===== src/rtl/bus_select_encoder_if.sv =====
// Request/select bundle between the control sequencer (master) and the
// bus select encoder (slave).
interface bus_select_encoder_if #(
    parameter int CNT_W = 8
);
    logic [31:0]      out_req;
    logic             hold;
    logic             err_clr;
    logic [4:0]       bus_sel;
    logic             sel_valid;
    logic             conflict;
    logic             conflict_sticky;
    logic             illegal_sticky;
    logic [CNT_W-1:0] conflict_cnt;

    modport master (
        output out_req, hold, err_clr,
        input  bus_sel, sel_valid, conflict, conflict_sticky, illegal_sticky, conflict_cnt
    );

    modport slave (
        input  out_req, hold, err_clr,
        output bus_sel, sel_valid, conflict, conflict_sticky, illegal_sticky, conflict_cnt
    );
endinterface


===== src/rtl/bus_select_encoder.sv =====
// Priority-encodes one-hot bus drive requests into a registered 5-bit mux
// select, parking on IDLE_SEL, and tracks conflicting and reserved requests.
module bus_select_encoder #(
    parameter logic [4:0] IDLE_SEL = 5'd31,
    parameter int         NUM_SRC  = 24,
    parameter int         CNT_W    = 8
) (
    input  logic                 clk,
    input  logic                 clr,
    bus_select_encoder_if.slave  bus
);

    localparam logic [31:0] LEGAL_MASK =
        (NUM_SRC >= 32) ? 32'hFFFF_FFFF : ((32'd1 << NUM_SRC) - 32'd1);
    localparam logic [CNT_W-1:0] CNT_MAX = '1;

    logic [31:0]      legal;
    logic [4:0]       grant_idx;
    logic             grant_hit;
    logic             multi_req;
    logic             reserved_req;
    logic [CNT_W-1:0] cnt_base;

    logic [4:0]       bus_sel_q,         bus_sel_d;
    logic             sel_valid_q,       sel_valid_d;
    logic             conflict_q,        conflict_d;
    logic             conflict_sticky_q, conflict_sticky_d;
    logic             illegal_sticky_q,  illegal_sticky_d;
    logic [CNT_W-1:0] conflict_cnt_q,    conflict_cnt_d;

    always_comb begin
        // NOTE: every signal assigned here gets a default first so no path leaves it unassigned (no latch).
        legal     = bus.out_req & LEGAL_MASK;
        grant_idx = IDLE_SEL;
        grant_hit = 1'b0;
        // Scan downwards so the lowest set bit is the last one written.
        for (int i = 31; i >= 0; i--) begin
            if (legal[i]) begin
                grant_idx = 5'(i);
                grant_hit = 1'b1;
            end
        end

        // Two or more bits set <=> clearing the lowest set bit leaves something.
        multi_req    = (bus.out_req & (bus.out_req - 32'd1)) != 32'd0;
        reserved_req = (bus.out_req & ~LEGAL_MASK) != 32'd0;

        bus_sel_d   = bus.hold ? bus_sel_q   : grant_idx;
        sel_valid_d = bus.hold ? sel_valid_q : grant_hit;
        conflict_d  = multi_req;

        // err_clr clears first; an event in the same cycle then re-arms.
        conflict_sticky_d = (conflict_sticky_q & ~bus.err_clr) | multi_req;
        illegal_sticky_d  = (illegal_sticky_q  & ~bus.err_clr) | reserved_req;
        cnt_base          = bus.err_clr ? '0 : conflict_cnt_q;
        conflict_cnt_d    = (multi_req && cnt_base != CNT_MAX) ? cnt_base + 1'b1 : cnt_base;
    end

    always_ff @(posedge clk) begin
        // NOTE: sequential state uses non-blocking assignments so all registers update together at the edge.
        if (clr) begin
            bus_sel_q         <= IDLE_SEL;
            sel_valid_q       <= 1'b0;
            conflict_q        <= 1'b0;
            conflict_sticky_q <= 1'b0;
            illegal_sticky_q  <= 1'b0;
            conflict_cnt_q    <= '0;
        end else begin
            bus_sel_q         <= bus_sel_d;
            sel_valid_q       <= sel_valid_d;
            conflict_q        <= conflict_d;
            conflict_sticky_q <= conflict_sticky_d;
            illegal_sticky_q  <= illegal_sticky_d;
            conflict_cnt_q    <= conflict_cnt_d;
        end
    end

    assign bus.bus_sel         = bus_sel_q;
    assign bus.sel_valid       = sel_valid_q;
    assign bus.conflict        = conflict_q;
    assign bus.conflict_sticky = conflict_sticky_q;
    assign bus.illegal_sticky  = illegal_sticky_q;
    assign bus.conflict_cnt    = conflict_cnt_q;

endmodule


===== src/flat_wrapper.sv =====
// flat-port wrapper written by rule: the top's interface ports become plain ports
module bus_select_encoder_flat 
#(
    parameter logic [4:0] IDLE_SEL = 5'd31,
    parameter int         NUM_SRC  = 24,
    parameter int         CNT_W    = 8
)
  (clk, clr, bus_out_req, bus_hold, bus_err_clr, bus_bus_sel, bus_sel_valid, bus_conflict, bus_conflict_sticky, bus_illegal_sticky, bus_conflict_cnt);
  bus_select_encoder_if #(.CNT_W(CNT_W)) bus_i ();
  input  logic clk;
  input  logic clr;
  input wire logic [$bits(bus_i.out_req)-1:0] bus_out_req;
  input wire logic [$bits(bus_i.hold)-1:0] bus_hold;
  input wire logic [$bits(bus_i.err_clr)-1:0] bus_err_clr;
  output wire logic [$bits(bus_i.bus_sel)-1:0] bus_bus_sel;
  output wire logic [$bits(bus_i.sel_valid)-1:0] bus_sel_valid;
  output wire logic [$bits(bus_i.conflict)-1:0] bus_conflict;
  output wire logic [$bits(bus_i.conflict_sticky)-1:0] bus_conflict_sticky;
  output wire logic [$bits(bus_i.illegal_sticky)-1:0] bus_illegal_sticky;
  output wire logic [$bits(bus_i.conflict_cnt)-1:0] bus_conflict_cnt;
  assign bus_i.out_req = bus_out_req;
  assign bus_i.hold = bus_hold;
  assign bus_i.err_clr = bus_err_clr;
  assign bus_bus_sel = bus_i.bus_sel;
  assign bus_sel_valid = bus_i.sel_valid;
  assign bus_conflict = bus_i.conflict;
  assign bus_conflict_sticky = bus_i.conflict_sticky;
  assign bus_illegal_sticky = bus_i.illegal_sticky;
  assign bus_conflict_cnt = bus_i.conflict_cnt;
  bus_select_encoder #(.IDLE_SEL(IDLE_SEL), .NUM_SRC(NUM_SRC), .CNT_W(CNT_W)) u_core (.clk(clk), .clr(clr), .bus(bus_i));
endmodule

===== config.mk =====
export PLATFORM = sky130hd
export DESIGN_NAME = bus_select_encoder_flat
export DESIGN_NICKNAME = d
export VERILOG_FILES = /design/src/rtl/bus_select_encoder_if.sv /design/src/rtl/bus_select_encoder.sv /design/src/flat_wrapper.sv
export SDC_FILE = /design/constraint.sdc
export NUM_CORES = 1
export LEC_CHECK = 0
export BUFFER_PORTS_ARGS = -buffer_cell sky130_fd_sc_hd__buf_2
export CAP_MARGIN = 20
export CORE_MARGIN = 4
export CORE_UTILIZATION = 45
export DETAILED_ROUTE_END_ITERATION = 7
export GPL_TIMING_DRIVEN = 0
export PLACE_DENSITY_LB_ADDON = 0.25
export REMOVE_ABC_BUFFERS = 1
export SYNTH_ARGS = -nofsm -noshare
export SYNTH_HDL_FRONTEND = slang
export SYNTH_SLANG_ARGS = --single-unit
export TNS_END_PERCENT = 50

===== constraint.sdc =====
create_clock -name clk -period 3.2 [get_ports clk]
set_clock_uncertainty 0.05 [all_clocks]
set_input_delay 0.16 -clock clk [delete_from_list [all_inputs] [get_ports clk]]
set_output_delay 0.16 -clock clk [all_outputs]
set_load 0.05 [all_outputs]

==> impl_metrics.json <==
{
  "status": "complete, no violations",
  "netlist_area_sq_um": 1370,
  "clkSinkCount": 17,
  "worstPathMaxFanout": 12,
  "pre_cts_slack_ps": 200,
  "fin_area_sq_um": 1640,
  "postCtsSetupRepairBufs": 0,
  "routed_wl_mm": 3.48,
  "fmax_mhz": 368,
  "cp-start-kind": "input port",
  "final_util_pct": 57.9,
  "h-tree-depth": 1,
  "finalMaxSlewViolations": 0,
  "synth_top_area_cell": "dfxtp_1",
  "synth.top_cell.area_share_pct": 24.8,
  "placed_cells_incl_taps": 258,
  "wl_per_cell_um": 13.3,
  "ys_seq_elements": 17,
  "yosysWarnings": 0,
  "holdWs_ps": 55.2,
  "finalPower_mw": 0.479,
  "first_iter_violations": 125,
  "fin_crit_sh_pct": 84.9,
  "clockBufferDepth": 2,
  "grt_pass1_wl_mm": 6.00,
  "syn_area_per_cell_sq_um": 7.57,
  "place_area_sq_um": 1610,
  "cts_resized": 0,
  "track_usage_pct": 17.9,
  "grt_antenna_before_repair": 0,
  "cts_root_buffer": "clkbuf_4",
  "fin_cells": 262,
  "dp_hpwl_mm": 2.79,
  "drt_pass1_iterations": 4,
  "yosysSeqAreaShare_pct": 24.8,
  "maxSlewHeadroom_pct": 64.2,
  "clk_pin_slew_ps": 90,
  "synthFlopType": "dfxtp_1",
  "vias_per_cell": 5.94,
  "yosys-top-cells-area": "dfxtp_1 (25%), nor2_1 (6.8%), a21oi_1 (5.1%), o21ai_0 (4.0%), nand2_1 (3.6%)",
  "async_flop_share_pct": 0,
  "power_density_nw_per_um2": 292,
  "grt_max_degree": 19,
  "critPathRequiredTime_ps": 3330,
  "synth.distinct_cells": 50,
  "hp-class": "in2reg",
  "rsz0062_at_grt": "no",
  "synth_edf_count": 0,
  "ir_drop_mv": 0.282,
  "layout_min_cycle_time_ps": 2720,
  "cts_buffers": 3,
  "pin_count": 53,
  "start_util_pct": 48.4,
  "syn_inst": 181,
  "grt_pass1_vias": 1348,
  "leakage_nw": 0.633,
  "clock_latency_ps": 290,
  "setup_ws_ps": 484,
  "detail-route-antenna-nets": 0,
  "grt_overflow_total": 0,
  "tightestPinTransition_ps": 532,
  "final_nets": 269,
  "core_sq_um": 2830,
  "crit_arrival_ps": 2840,
  "row_count": 19,
  "maxCapViolCount": 0,
  "ctsHoldBuffers": 0,
  "final_cell_mix": "buf_2 (52), nor2_1 (25), dfxtp_1 (17)",
  "dieArea_sq_um": 3990,
  "hold_viol": 0,
  "die_h_um": 63.2,
  "gp_congestion": 0.827,
  "drcViolationCount": 0,
  "setup_viol": 0,
  "layout_commonest_cell": "buf_2",
  "n_antenna_cell": 0,
  "cts_tree": "done",
  "vias": 1555,
  "die_w_um": 63.2,
  "syn_to_final_growth_pct": 19.5,
  "tns_ps": 0,
  "io_buffer_count": 52,
  "crit_path_end_kind": "register",
  "drive_gt1_share_pct": 31.2,
  "critical_path_class": "in2reg"
}
-- registers in the layout (all words and copies together) (netlist names) --
name,cells
u_core.bus.illegal_sticky,1
u_core.bus.conflict,1
u_core.bus.bus_sel,5
u_core.bus.conflict_cnt,8
u_core.bus.conflict_sticky,1
u_core.bus.sel_valid,1
-- power breakdown --
part	internal (mW)	total, mW	leakage (nW)	switching [mW]
Clock	0.0485	0.114	0.0150	0.0653
Combinational	0.0462	0.139	0.478	0.0927
Sequential	0.221	0.226	0.141	0.00481
-- final cells by class --
cell class	instances	area, sq um
Clock buffer	4	26.3
Fill cell	298	1190
Inverter	5	18.8
Multi-Input combinational cell	153	953
Sequential cell	17	340
Tap cell	31	38.8
Timing Repair Buffer	52	260
-- critical path, stage by stage --
cell	delay [ps]
buf_2	130
or4_4	560
nor4_1	530
nand2_1	110
maj3_1	380
nor4_2	380
and2_4	290
mux2i_1	240
nor3_2	60
-- synth_stat cells (2+ instances only) --
library cell,n
nor3_1,9
nand3_1,7
or3_2,3
nor4_2,2
a31oi_1,2
or4_1,2
nor4_1,5
nor2_1,25
and3_1,3
or4_4,3
o31ai_1,4
a211oi_1,4
or4_2,2
a21oi_1,14
o31a_2,2
o21bai_1,2
a2111oi_0,4
xnor2_1,2
nor2b_1,4
dfxtp_1,17
o21a_1,3
nand2_1,13
o32ai_1,2
a22oi_1,2
mux2i_1,2
maj3_1,2
o2111ai_1,2
buf_6,3
o21ai_0,11
inv_1,5
-- kinds of logic after synthesis --
kind of cell / share of synthesized area, %
AO/OA/AOI/OAI: 29.8
adder cells (fa/ha/maj): 2.37
multiplexers: 1.46
XOR/XNOR: 1.28
buffers and inverters: 5.57
flip-flops: 24.8
AND/OR/NAND/NOR: 34.7
-- routing by layer --
| layer | vias up | wire length, um | track usage [%] |
|---|---|---|---|
| li1 | 799 | - | - |
| met1 | 689 | 1650 | 26.6 |
| met2 | 65 | 1450 | 25.6 |
| met3 | 2 | 377 | 6.22 |
| met4 | 0 | 7 | 1.62 |
| met5 | - | 0 | 0 |
-- final timing paths --
kind / from / endpoint / slack (ps) / depth (start not counted)
worst max register to register: u_core.bus.conflict_cnt[1] / u_core.bus.conflict_cnt[5] / 1040 / 8
worst max-delay path: bus_out_req[2] / u_core.bus.conflict_cnt[4] / 480 / 9
worst min-delay path: bus_out_req[30] / u_core.bus.illegal_sticky / 60 / 3
worst min register to register: u_core.bus.bus_sel[3] / u_core.bus.bus_sel[3] / 440 / 2
(Power assumes the default switching activity.)
